**src/rtl/vx_commit_rr_arb_if.sv**
```systemverilog
// Commit-stream bundle between NUM_REQS execute-unit commit outputs and the shared writeback port.
// slave = arbiter view, master = requester/writeback (environment) view.
interface vx_commit_rr_arb_if #(
  parameter int NUM_REQS   = 4,
  parameter int DATA_WIDTH = 64,
  parameter int PERF_W     = 32
) ();
  localparam int SEL_W = $clog2(NUM_REQS);

  logic [NUM_REQS-1:0]            req_valid;
  logic [NUM_REQS*DATA_WIDTH-1:0] req_data;
  logic [NUM_REQS-1:0]            req_eop;
  logic [NUM_REQS-1:0]            req_ready;
  logic                           out_valid;
  logic [DATA_WIDTH-1:0]          out_data;
  logic                           out_eop;
  logic [SEL_W-1:0]               out_sel;
  logic                           out_ready;
  logic [PERF_W-1:0]              perf_stalls;

  modport slave (
    input  req_valid, req_data, req_eop, out_ready,
    output req_ready, out_valid, out_data, out_eop, out_sel, perf_stalls
  );

  modport master (
    output req_valid, req_data, req_eop, out_ready,
    input  req_ready, out_valid, out_data, out_eop, out_sel, perf_stalls
  );
endinterface

```
**src/rtl/vx_commit_rr_arb.sv**
```systemverilog
// Packet-aware round-robin arbiter onto one registered commit port: 1-cycle latency, 1 beat/cycle;
// req_ready is withheld whenever the output register is full and not draining.
module vx_commit_rr_arb #(
  parameter int NUM_REQS   = 4,
  parameter int DATA_WIDTH = 64,
  parameter int PERF_W     = 32
) (
  input logic               clk_i,
  input logic               rst_i,
  vx_commit_rr_arb_if.slave bus
);
  localparam int SEL_W = $clog2(NUM_REQS);

  typedef enum logic {ST_IDLE, ST_LOCKED} state_e;

  state_e                state_q, state_d;
  logic [SEL_W-1:0]      lock_idx_q, lock_idx_d;
  logic [SEL_W-1:0]      rr_ptr_q, rr_ptr_d;
  logic [SEL_W-1:0]      out_sel_q, out_sel_d;
  logic                  out_valid_q, out_valid_d;
  logic                  out_eop_q, out_eop_d;
  logic [DATA_WIDTH-1:0] out_data_q, out_data_d;
  logic [PERF_W-1:0]     perf_q, perf_d;

  logic [NUM_REQS-1:0]   grant;
  logic [SEL_W-1:0]      gnt_idx;
  logic                  gnt_vld;
  logic                  can_load;
  logic                  accept;
  logic                  stall;
  logic [DATA_WIDTH-1:0] gnt_data;
  logic                  gnt_eop;
  int                    idx;

  // Held low in reset so no requester sees a handshake while the stage is being cleared.
  assign can_load = !rst_i && (!out_valid_q || bus.out_ready);

  always_comb begin
    grant   = '0;
    gnt_idx = '0;
    gnt_vld = 1'b0;
    idx     = 0;
    if (state_q == ST_LOCKED) begin
      gnt_idx = lock_idx_q;
      gnt_vld = bus.req_valid[lock_idx_q];
    end else begin
      // Walk from farthest to nearest so the nearest valid requester after rr_ptr wins.
      for (int k = NUM_REQS; k >= 1; k--) begin
        idx = (int'(rr_ptr_q) + k) % NUM_REQS;
        if (bus.req_valid[idx]) begin
          gnt_idx = SEL_W'(idx);
          gnt_vld = 1'b1;
        end
      end
    end
    grant[gnt_idx] = gnt_vld;
  end

  assign gnt_data      = bus.req_data[int'(gnt_idx)*DATA_WIDTH +: DATA_WIDTH];
  assign gnt_eop       = bus.req_eop[gnt_idx];
  assign accept        = gnt_vld && can_load;
  assign stall         = (|bus.req_valid) && !accept;
  assign bus.req_ready = grant & {NUM_REQS{can_load}};

  always_comb begin
    state_d     = state_q;
    lock_idx_d  = lock_idx_q;
    rr_ptr_d    = rr_ptr_q;
    out_valid_d = out_valid_q;
    out_data_d  = out_data_q;
    out_eop_d   = out_eop_q;
    out_sel_d   = out_sel_q;
    perf_d      = perf_q;
    if (accept) begin
      out_valid_d = 1'b1;
      out_data_d  = gnt_data;
      out_eop_d   = gnt_eop;
      out_sel_d   = gnt_idx;
      if (gnt_eop) begin
        state_d  = ST_IDLE;
        rr_ptr_d = gnt_idx;
      end else begin
        state_d    = ST_LOCKED;
        lock_idx_d = gnt_idx;
      end
    end else if (bus.out_ready) begin
      out_valid_d = 1'b0;
    end
    if (stall && (perf_q != {PERF_W{1'b1}})) begin
      perf_d = perf_q + PERF_W'(1);
    end
  end

  always_ff @(posedge clk_i or posedge rst_i) begin
    if (rst_i) begin
      state_q     <= ST_IDLE;
      lock_idx_q  <= '0;
      rr_ptr_q    <= SEL_W'(NUM_REQS - 1);
      out_valid_q <= 1'b0;
      out_data_q  <= '0;
      out_eop_q   <= 1'b0;
      out_sel_q   <= '0;
      perf_q      <= '0;
    end else begin
      state_q     <= state_d;
      lock_idx_q  <= lock_idx_d;
      rr_ptr_q    <= rr_ptr_d;
      out_valid_q <= out_valid_d;
      out_data_q  <= out_data_d;
      out_eop_q   <= out_eop_d;
      out_sel_q   <= out_sel_d;
      perf_q      <= perf_d;
    end
  end

  assign bus.out_valid   = out_valid_q;
  assign bus.out_data    = out_data_q;
  assign bus.out_eop     = out_eop_q;
  assign bus.out_sel     = out_sel_q;
  assign bus.perf_stalls = perf_q;
endmodule

```
**src/flat_wrapper.sv**
```systemverilog
// flat-port wrapper written by rule: the top's interface ports become plain ports
module vx_commit_rr_arb_flat 
#(
  parameter int NUM_REQS   = 4,
  parameter int DATA_WIDTH = 64,
  parameter int PERF_W     = 32
)
  (clk_i, rst_i, bus_req_valid, bus_req_data, bus_req_eop, bus_out_ready, bus_req_ready, bus_out_valid, bus_out_data, bus_out_eop, bus_out_sel, bus_perf_stalls);
  vx_commit_rr_arb_if #(.NUM_REQS(NUM_REQS), .DATA_WIDTH(DATA_WIDTH), .PERF_W(PERF_W)) bus_i ();
  input logic clk_i;
  input logic rst_i;
  input wire logic [$bits(bus_i.req_valid)-1:0] bus_req_valid;
  input wire logic [$bits(bus_i.req_data)-1:0] bus_req_data;
  input wire logic [$bits(bus_i.req_eop)-1:0] bus_req_eop;
  input wire logic [$bits(bus_i.out_ready)-1:0] bus_out_ready;
  output wire logic [$bits(bus_i.req_ready)-1:0] bus_req_ready;
  output wire logic [$bits(bus_i.out_valid)-1:0] bus_out_valid;
  output wire logic [$bits(bus_i.out_data)-1:0] bus_out_data;
  output wire logic [$bits(bus_i.out_eop)-1:0] bus_out_eop;
  output wire logic [$bits(bus_i.out_sel)-1:0] bus_out_sel;
  output wire logic [$bits(bus_i.perf_stalls)-1:0] bus_perf_stalls;
  assign bus_i.req_valid = bus_req_valid;
  assign bus_i.req_data = bus_req_data;
  assign bus_i.req_eop = bus_req_eop;
  assign bus_i.out_ready = bus_out_ready;
  assign bus_req_ready = bus_i.req_ready;
  assign bus_out_valid = bus_i.out_valid;
  assign bus_out_data = bus_i.out_data;
  assign bus_out_eop = bus_i.out_eop;
  assign bus_out_sel = bus_i.out_sel;
  assign bus_perf_stalls = bus_i.perf_stalls;
  vx_commit_rr_arb #(.NUM_REQS(NUM_REQS), .DATA_WIDTH(DATA_WIDTH), .PERF_W(PERF_W)) u_core (.clk_i(clk_i), .rst_i(rst_i), .bus(bus_i));
endmodule
```
**config.mk**
```make
export PLATFORM = sky130hd
export DESIGN_NAME = vx_commit_rr_arb_flat
export DESIGN_NICKNAME = d
export VERILOG_FILES = /design/src/rtl/vx_commit_rr_arb_if.sv /design/src/rtl/vx_commit_rr_arb.sv /design/src/flat_wrapper.sv
export SDC_FILE = /design/constraint.sdc
export NUM_CORES = 1
export LEC_CHECK = 0
export CAP_MARGIN = 20
export CORE_AREA = 2 2 145 147
export DETAILED_ROUTE_END_ITERATION = 12
export DIE_AREA = 0 0 147 149
export GPL_TIMING_DRIVEN = 0
export PLACE_DENSITY_LB_ADDON = 0.25
export SLEW_MARGIN = 20
export SYNTH_ARGS = -nofsm -noshare
export SYNTH_HDL_FRONTEND = slang
export SYNTH_SLANG_ARGS = --single-unit
```
**constraint.sdc**
```tcl
create_clock -name clk_i -period 3.4 [get_ports clk_i]
set_input_delay 0.51 -clock clk_i [delete_from_list [all_inputs] [get_ports clk_i]]
set_output_delay 0.51 -clock clk_i [all_outputs]
set_load 0.02 [all_outputs]
```
==> impl_metrics.json, run 1 <==
{
  "max_slew_margin": 0.591,
  "nets": 1209,
  "irDropWorstVdd_mv": 0.444,
  "clock_skew_ns": 0.00718,
  "p_leak_nw": 4.88,
  "core-area_mm2": 0.0206,
  "cts_post_setup_buffers_inserted": 0,
  "wl_met1_um": 9580,
  "ys_ff_latch": 105,
  "grt_max_degree": 57,
  "antenna_found_initial": 0,
  "p_int_mw": 5.47,
  "worst_skew_pair.late_latency_ns": 0.35,
  "dr_wl_met3_um": 1450,
  "hold_viol": 0,
  "ys_types": 44,
  "setup_violations": 0,
  "final_cell_mix": "clkdlybuf4s50_1, mux2i_1, dfrtp_1",
  "antenna_cells": 0,
  "start_kind": "input port",
  "drc_errors": 0,
  "dieHeight_um": 149,
  "via_count": 5884,
  "rsz0062_at_grt": "false",
  "grt_pass1_wl_um": 35000,
  "drt_first_pass_iters": 4,
  "power_frac_seq": 0.220,
  "post-route-period-util": 0.910,
  "synth_top_flop_cell": "dfrtp_1",
  "wire_per_inst_um": 19.0,
  "tightestPinTransition_ns": 0.613,
  "die_w_um": 147,
  "synth-edff-count": 0,
  "placedCellCount": 1208,
  "final_common_cell": "clkdlybuf4s50_1",
  "std_cell_rows": 53,
  "drv_cap": 0,
  "dieArea_mm2": 0.0219,
  "route.antenna.remaining_nets": 0,
  "drv_slew": 0,
  "syn_to_final_growth_pct": 67.2,
  "clkSinkCount": 105,
  "cp.required_ns": 2.89,
  "first_global_vias": 6030,
  "switchingPower_mw": 3.83,
  "wl_met2_um": 11700,
  "dp_hpwl_um": 18600,
  "syn_area_per_cell_um2": 11.7,
  "cts_tree": "built",
  "hold_path_class": "flip-flop to flip-flop",
  "routabilityCongestion": 0.832,
  "status": "complete, no violations",
  "vias_per_cell": 4.82,
  "swShare": 0.412,
  "cp-end-kind": "primary output",
  "grt-ovfl-total": 0,
  "layout.cells.non_filler": 1221,
  "clock-root-buffer": "clkbuf_16",
  "start_util": 0.319,
  "post-route-util": 0.534,
  "holdBufCountCts": 0,
  "synth_area_mm2": 0.00657,
  "highest_layer": "met4",
  "cts_buffers": 9,
  "total_power_mw": 9.30,
  "clk_pin_slew_ns": 0.07,
  "io_buffer_count": 370,
  "min_from": "u_core.bus.perf_stalls[7]",
  "power_frac_comb": 0.661,
  "powerDensity_mw_per_mm2": 847,
  "track_usage": 0.208,
  "max_freq_mhz": 323,
  "crit_path_start": "bus_out_ready",
  "cts_buffer_depth": 2,
  "yosysSeqAreaShare": 0.400,
  "critPathKind": "input port to primary output",
  "synthCells": 562,
  "htreeDepth": 3,
  "drtIter0Drc": 166,
  "postSynth.asyncResetShare": 1.00,
  "synth_fp_nets": 830,
  "crit_arrival_ns": 2.59,
  "wl_um": 23200,
  "critPathMaxFanout": 17,
  "layout_min_cycle_time_ns": 3.10,
  "ios": 371,
  "clock_power_share": 0.119,
  "r2r_start": "u_core.state_q",
  "drive_gt1_frac": 0.130,
  "yosys_warnings": 0
}
==> state kept, by name, summed over array words and instances (netlist names) <==
register / cells
u_core.bus.out_data: 64
u_core.bus.perf_stalls: 32
u_core.bus.out_sel: 2
u_core.lock_idx_q: 2
u_core.rr_ptr_q: 2
u_core.bus.out_eop: 1
u_core.bus.out_valid: 1
u_core.state_q: 1
==> worst max-delay path: stages <==
cell	delay, ns
clkdlybuf4s50_1	0.46
inv_1	0.05
a21oi_1	0.36
and3_1	0.24
buf_6	0.21
buf_4	0.23
nand2_1	0.10
nor2_1	0.09
dlygate4sd2_1	0.34
==> cell usage after synthesis, drive strengths merged (2+ instances only) <==
cell type    n  area share
nor2        16       0.010
o31ai        2      0.0023
nor4         2      0.0038
nand2b       6      0.0057
and3         8      0.0076
o21ai        5      0.0038
xor2        11       0.015
nand3       11      0.0084
buf         27       0.025
and4         7      0.0093
mux2i      194        0.30
dfstp        2      0.0080
dfrtp      103        0.39
a21oi        3      0.0023
nand2       21       0.012
nand4       16       0.015
xnor2       20       0.027
inv          6      0.0034
nor3         8      0.0069
clkbuf       6      0.0036
and2         5      0.0048
mux2        67        0.11
==> power groups by stage <==
stage	combinational, mW	clock (mW)	sequential [mW]
after global routing	6.57	1.19	2.12
after floorplan	3.41	0	2.61
after global placement	6.17	0	2.05
after detailed placement	6.21	0	2.07
after CTS	6.25	1.15	2.05
final	6.15	1.11	2.05
==> stage by stage <==
| step | worst slack, ns | area [µm²] | TNS [ns] | hold WS [ns] |
|---|---|---|---|---|
| after floorplan | 0.133 | 6570 | 0 | 0.518 |
| after global placement | -1.77 | 10600 | -200.15 | 0.462 |
| after detailed placement | -0.739 | 10600 | -18.19 | 0.468 |
| after CTS | 0.104 | 11000 | 0 | 0.493 |
| after global routing | 0.125 | 11000 | 0 | 0.517 |
| final | 0.305 | 11000 | 0 | 0.491 |
==> area by class of cell <==
cell class	instances	area [µm²]
Tap cell	275	344
Multi-Input combinational cell	418	3750
Fill cell	1827	9580
Timing Repair Buffer	371	3720
Sequential cell	105	2630
Clock inverter	7	85.1
Buffer	30	193
Clock buffer	9	225
Inverter	6	27.5
==> logic make-up after synthesis <==
group | Yosys count | share of synthesized area
AO/OA/AOI/OAI | 20 | 0.0213
multiplexers | 262 | 0.414
buffers and inverters | 39 | 0.0320
XOR/XNOR | 31 | 0.0413
AND/OR/NAND/NOR | 104 | 0.0890
flip-flops | 105 | 0.400
adder cells (fa/ha/maj) | 1 | 0.00190
==> per-layer routing <==
metal,track usage,vias to the layer above
met2,0.373,199
met1,0.251,2833
met4,0.0596,0
li1,-,2824
met5,0,-
met3,0.0468,28
==> final timing paths <==
path | endpoint | slack, ns | depth (start not counted)
min in group asynchronous | u_core.bus.out_valid | 0.59 | 2
setup reg to reg | u_core.bus.out_data[63] | 0.63 | 9
max in group asynchronous | u_core.bus.out_data[30] | 2.15 | 3
hold / removal | u_core.bus.perf_stalls[7] | 0.49 | 1
hold reg to reg | u_core.bus.perf_stalls[7] | 0.49 | 1
setup / recovery | bus_req_ready[3] | 0.30 | 9
==> what timing repair did <==
action / 4_1_cts / 5_1_grt
endpoints found under the setup margin: 5 / 2
gates resized for setup: 18 / 1
hold endpoints to repair: 0 / 0
Note: power is estimated with default switching activity, not from simulation.
==> inputs of run 2 (changes only) <==
Settings changed: SLEW_MARGIN 20 to unset.
==> impl_metrics.json, run 2 (same netlist as run 1, synthesis figures left out) <==
{
  "htreeDepth": 3,
  "status": "complete, no violations",
  "final_cell_mix": "clkdlybuf4s50_1, mux2i_1, dfrtp_1",
  "hold_path_class": "flip-flop to flip-flop",
  "grt_max_degree": 57,
  "drv_slew": 0,
  "start_util": 0.319,
  "drive_gt1_frac": 0.130,
  "p_int_mw": 5.47,
  "clk_pin_slew_ns": 0.07,
  "route.antenna.remaining_nets": 0,
  "grt_pass1_wl_um": 34900,
  "clock_skew_ns": 0.00902,
  "max_slew_margin": 0.544,
  "via_count": 5901,
  "cp-end-kind": "primary output",
  "critPathMaxFanout": 17,
  "io_buffer_count": 370,
  "holdBufCountCts": 0,
  "cp_top_family": "buffers and inverters",
  "antenna_found_initial": 0,
  "tightestPinTransition_ns": 0.684,
  "std_cell_rows": 53,
  "nets": 1209,
  "wire_per_inst_um": 19.1,
  "clock-root-buffer": "clkbuf_16",
  "drv_cap": 0,
  "drtIter0Drc": 151,
  "switchingPower_mw": 3.84,
  "cts_tree": "built",
  "critPathKind": "input port to primary output",
  "ios": 371,
  "path_cells": "clkdlybuf4s50_1, inv_1, a21oi_1, and3_1, buf_6, buf_4, nand2_1, nor2_1, dlygate4sd2_1",
  "p_leak_nw": 4.88,
  "antenna_cells": 0,
  "max_freq_mhz": 322,
  "clkSinkCount": 105,
  "hold_viol": 0,
  "wl_um": 23300,
  "cp.required_ns": 2.89,
  "post-route-period-util": 0.915,
  "crit_arrival_ns": 2.60,
  "powerDensity_mw_per_mm2": 848,
  "slowest_stage": "clkdlybuf4s50_1",
  "clock_power_share": 0.120,
  "track_usage": 0.208,
  "setup_violations": 0,
  "worst_skew_pair.late_latency_ns": 0.35,
  "layout_min_cycle_time_ns": 3.11,
  "cp_num_buf_inv": 5,
  "rsz0062_at_grt": "false",
  "dieArea_mm2": 0.0219,
  "swShare": 0.413,
  "irDropWorstVdd_mv": 0.442,
  "power_frac_seq": 0.220,
  "cts_buffers": 9,
  "power_frac_comb": 0.661,
  "dieHeight_um": 149,
  "nFillCells": 1839,
  "layout.cells.non_filler": 1221,
  "die_w_um": 147,
  "post-route-util": 0.534,
  "cts_post_setup_buffers_inserted": 0,
  "dp_hpwl_um": 18600,
  "final_common_cell": "clkdlybuf4s50_1",
  "largest_reg_flops": 64,
  "placedCellCount": 1208,
  "syn_to_final_growth_pct": 67.2,
  "grt-ovfl-total": 0,
  "core-area_mm2": 0.0206,
  "vias_per_cell": 4.83,
  "drc_errors": 0,
  "start_kind": "input port",
  "max_stage_delay_ns": 0.46,
  "first_global_vias": 6011,
  "drt_first_pass_iters": 4,
  "cts_buffer_depth": 2,
  "routabilityCongestion": 0.832
}
run 2: cell counts in the layout (fill, tap and decap cells not counted):
No cell type changed its count.
run 2: layer usage:
layer  wire length (µm)  track usage  vias up
li1                   -            -     2824
met1               9450        0.246     2841
met2              11700        0.371      202
met3               1640       0.0517       34
met4                525       0.0663        0
met5                  0            0        -
run 2: power groups by stage:
stage / Clock [mW] / Combinational (mW) / Sequential [mW]
floorplan: 0 / 3.41 / 2.61
global placement: 0 / 6.17 / 2.05
detailed placement: 0 / 6.21 / 2.07
CTS: 1.15 / 6.25 / 2.05
global route: 1.19 / 6.57 / 2.12
finish: 1.12 / 6.15 / 2.05
run 2: area by class of cell:
class	instances	area [µm²]	share of cell area
Multi-Input combinational cell	418	3750	0.342
Timing Repair Buffer	371	3720	0.339
Sequential cell	105	2630	0.240
Tap cell	275	344	0.0313
Clock buffer	9	225	0.0205
Buffer	30	193	0.0175
Clock inverter	7	85.1	0.00775
Inverter	6	25.0	0.00228
run 2: path summary, 6_finish.rpt:
path,start,to,slack (ns),cells past startpoint
min in group asynchronous,rst_i,u_core.bus.out_valid,0.62,2
min reg2reg,u_core.bus.perf_stalls[7],u_core.bus.perf_stalls[7],0.49,1
max,bus_out_ready,bus_req_ready[3],0.29,9
max reg2reg,u_core.state_q,u_core.bus.out_data[10],0.63,9
max in group asynchronous,rst_i,u_core.bus.out_data[43],2.07,3
min,u_core.bus.perf_stalls[7],u_core.bus.perf_stalls[7],0.49,1
run 2: per-stage QoR:
| stage | cell area (µm²) | worst slack, ns | hold slack [ns] | setup TNS [ns] | power, mW |
|---|---|---|---|---|---|
| finish | 11000 | 0.290 | 0.491 | 0 | 9.31 |
| global route | 11000 | 0.112 | 0.517 | 0 | 9.88 |
| CTS | 11000 | 0.103 | 0.493 | 0 | 9.45 |
| detailed placement | 10600 | -0.734 | 0.468 | -17.90 | 8.28 |
| global placement | 10600 | -1.77 | 0.462 | -200.15 | 8.22 |
| floorplan | 6570 | 0.133 | 0.518 | 0 | 6.02 |
run 2: timing repair:
action,in CTS,in global routing
resized for setup,18,1
pin swaps,0,0
setup endpoints to repair,5,2
hold endpoints to repair,0,0
cloned,0,0
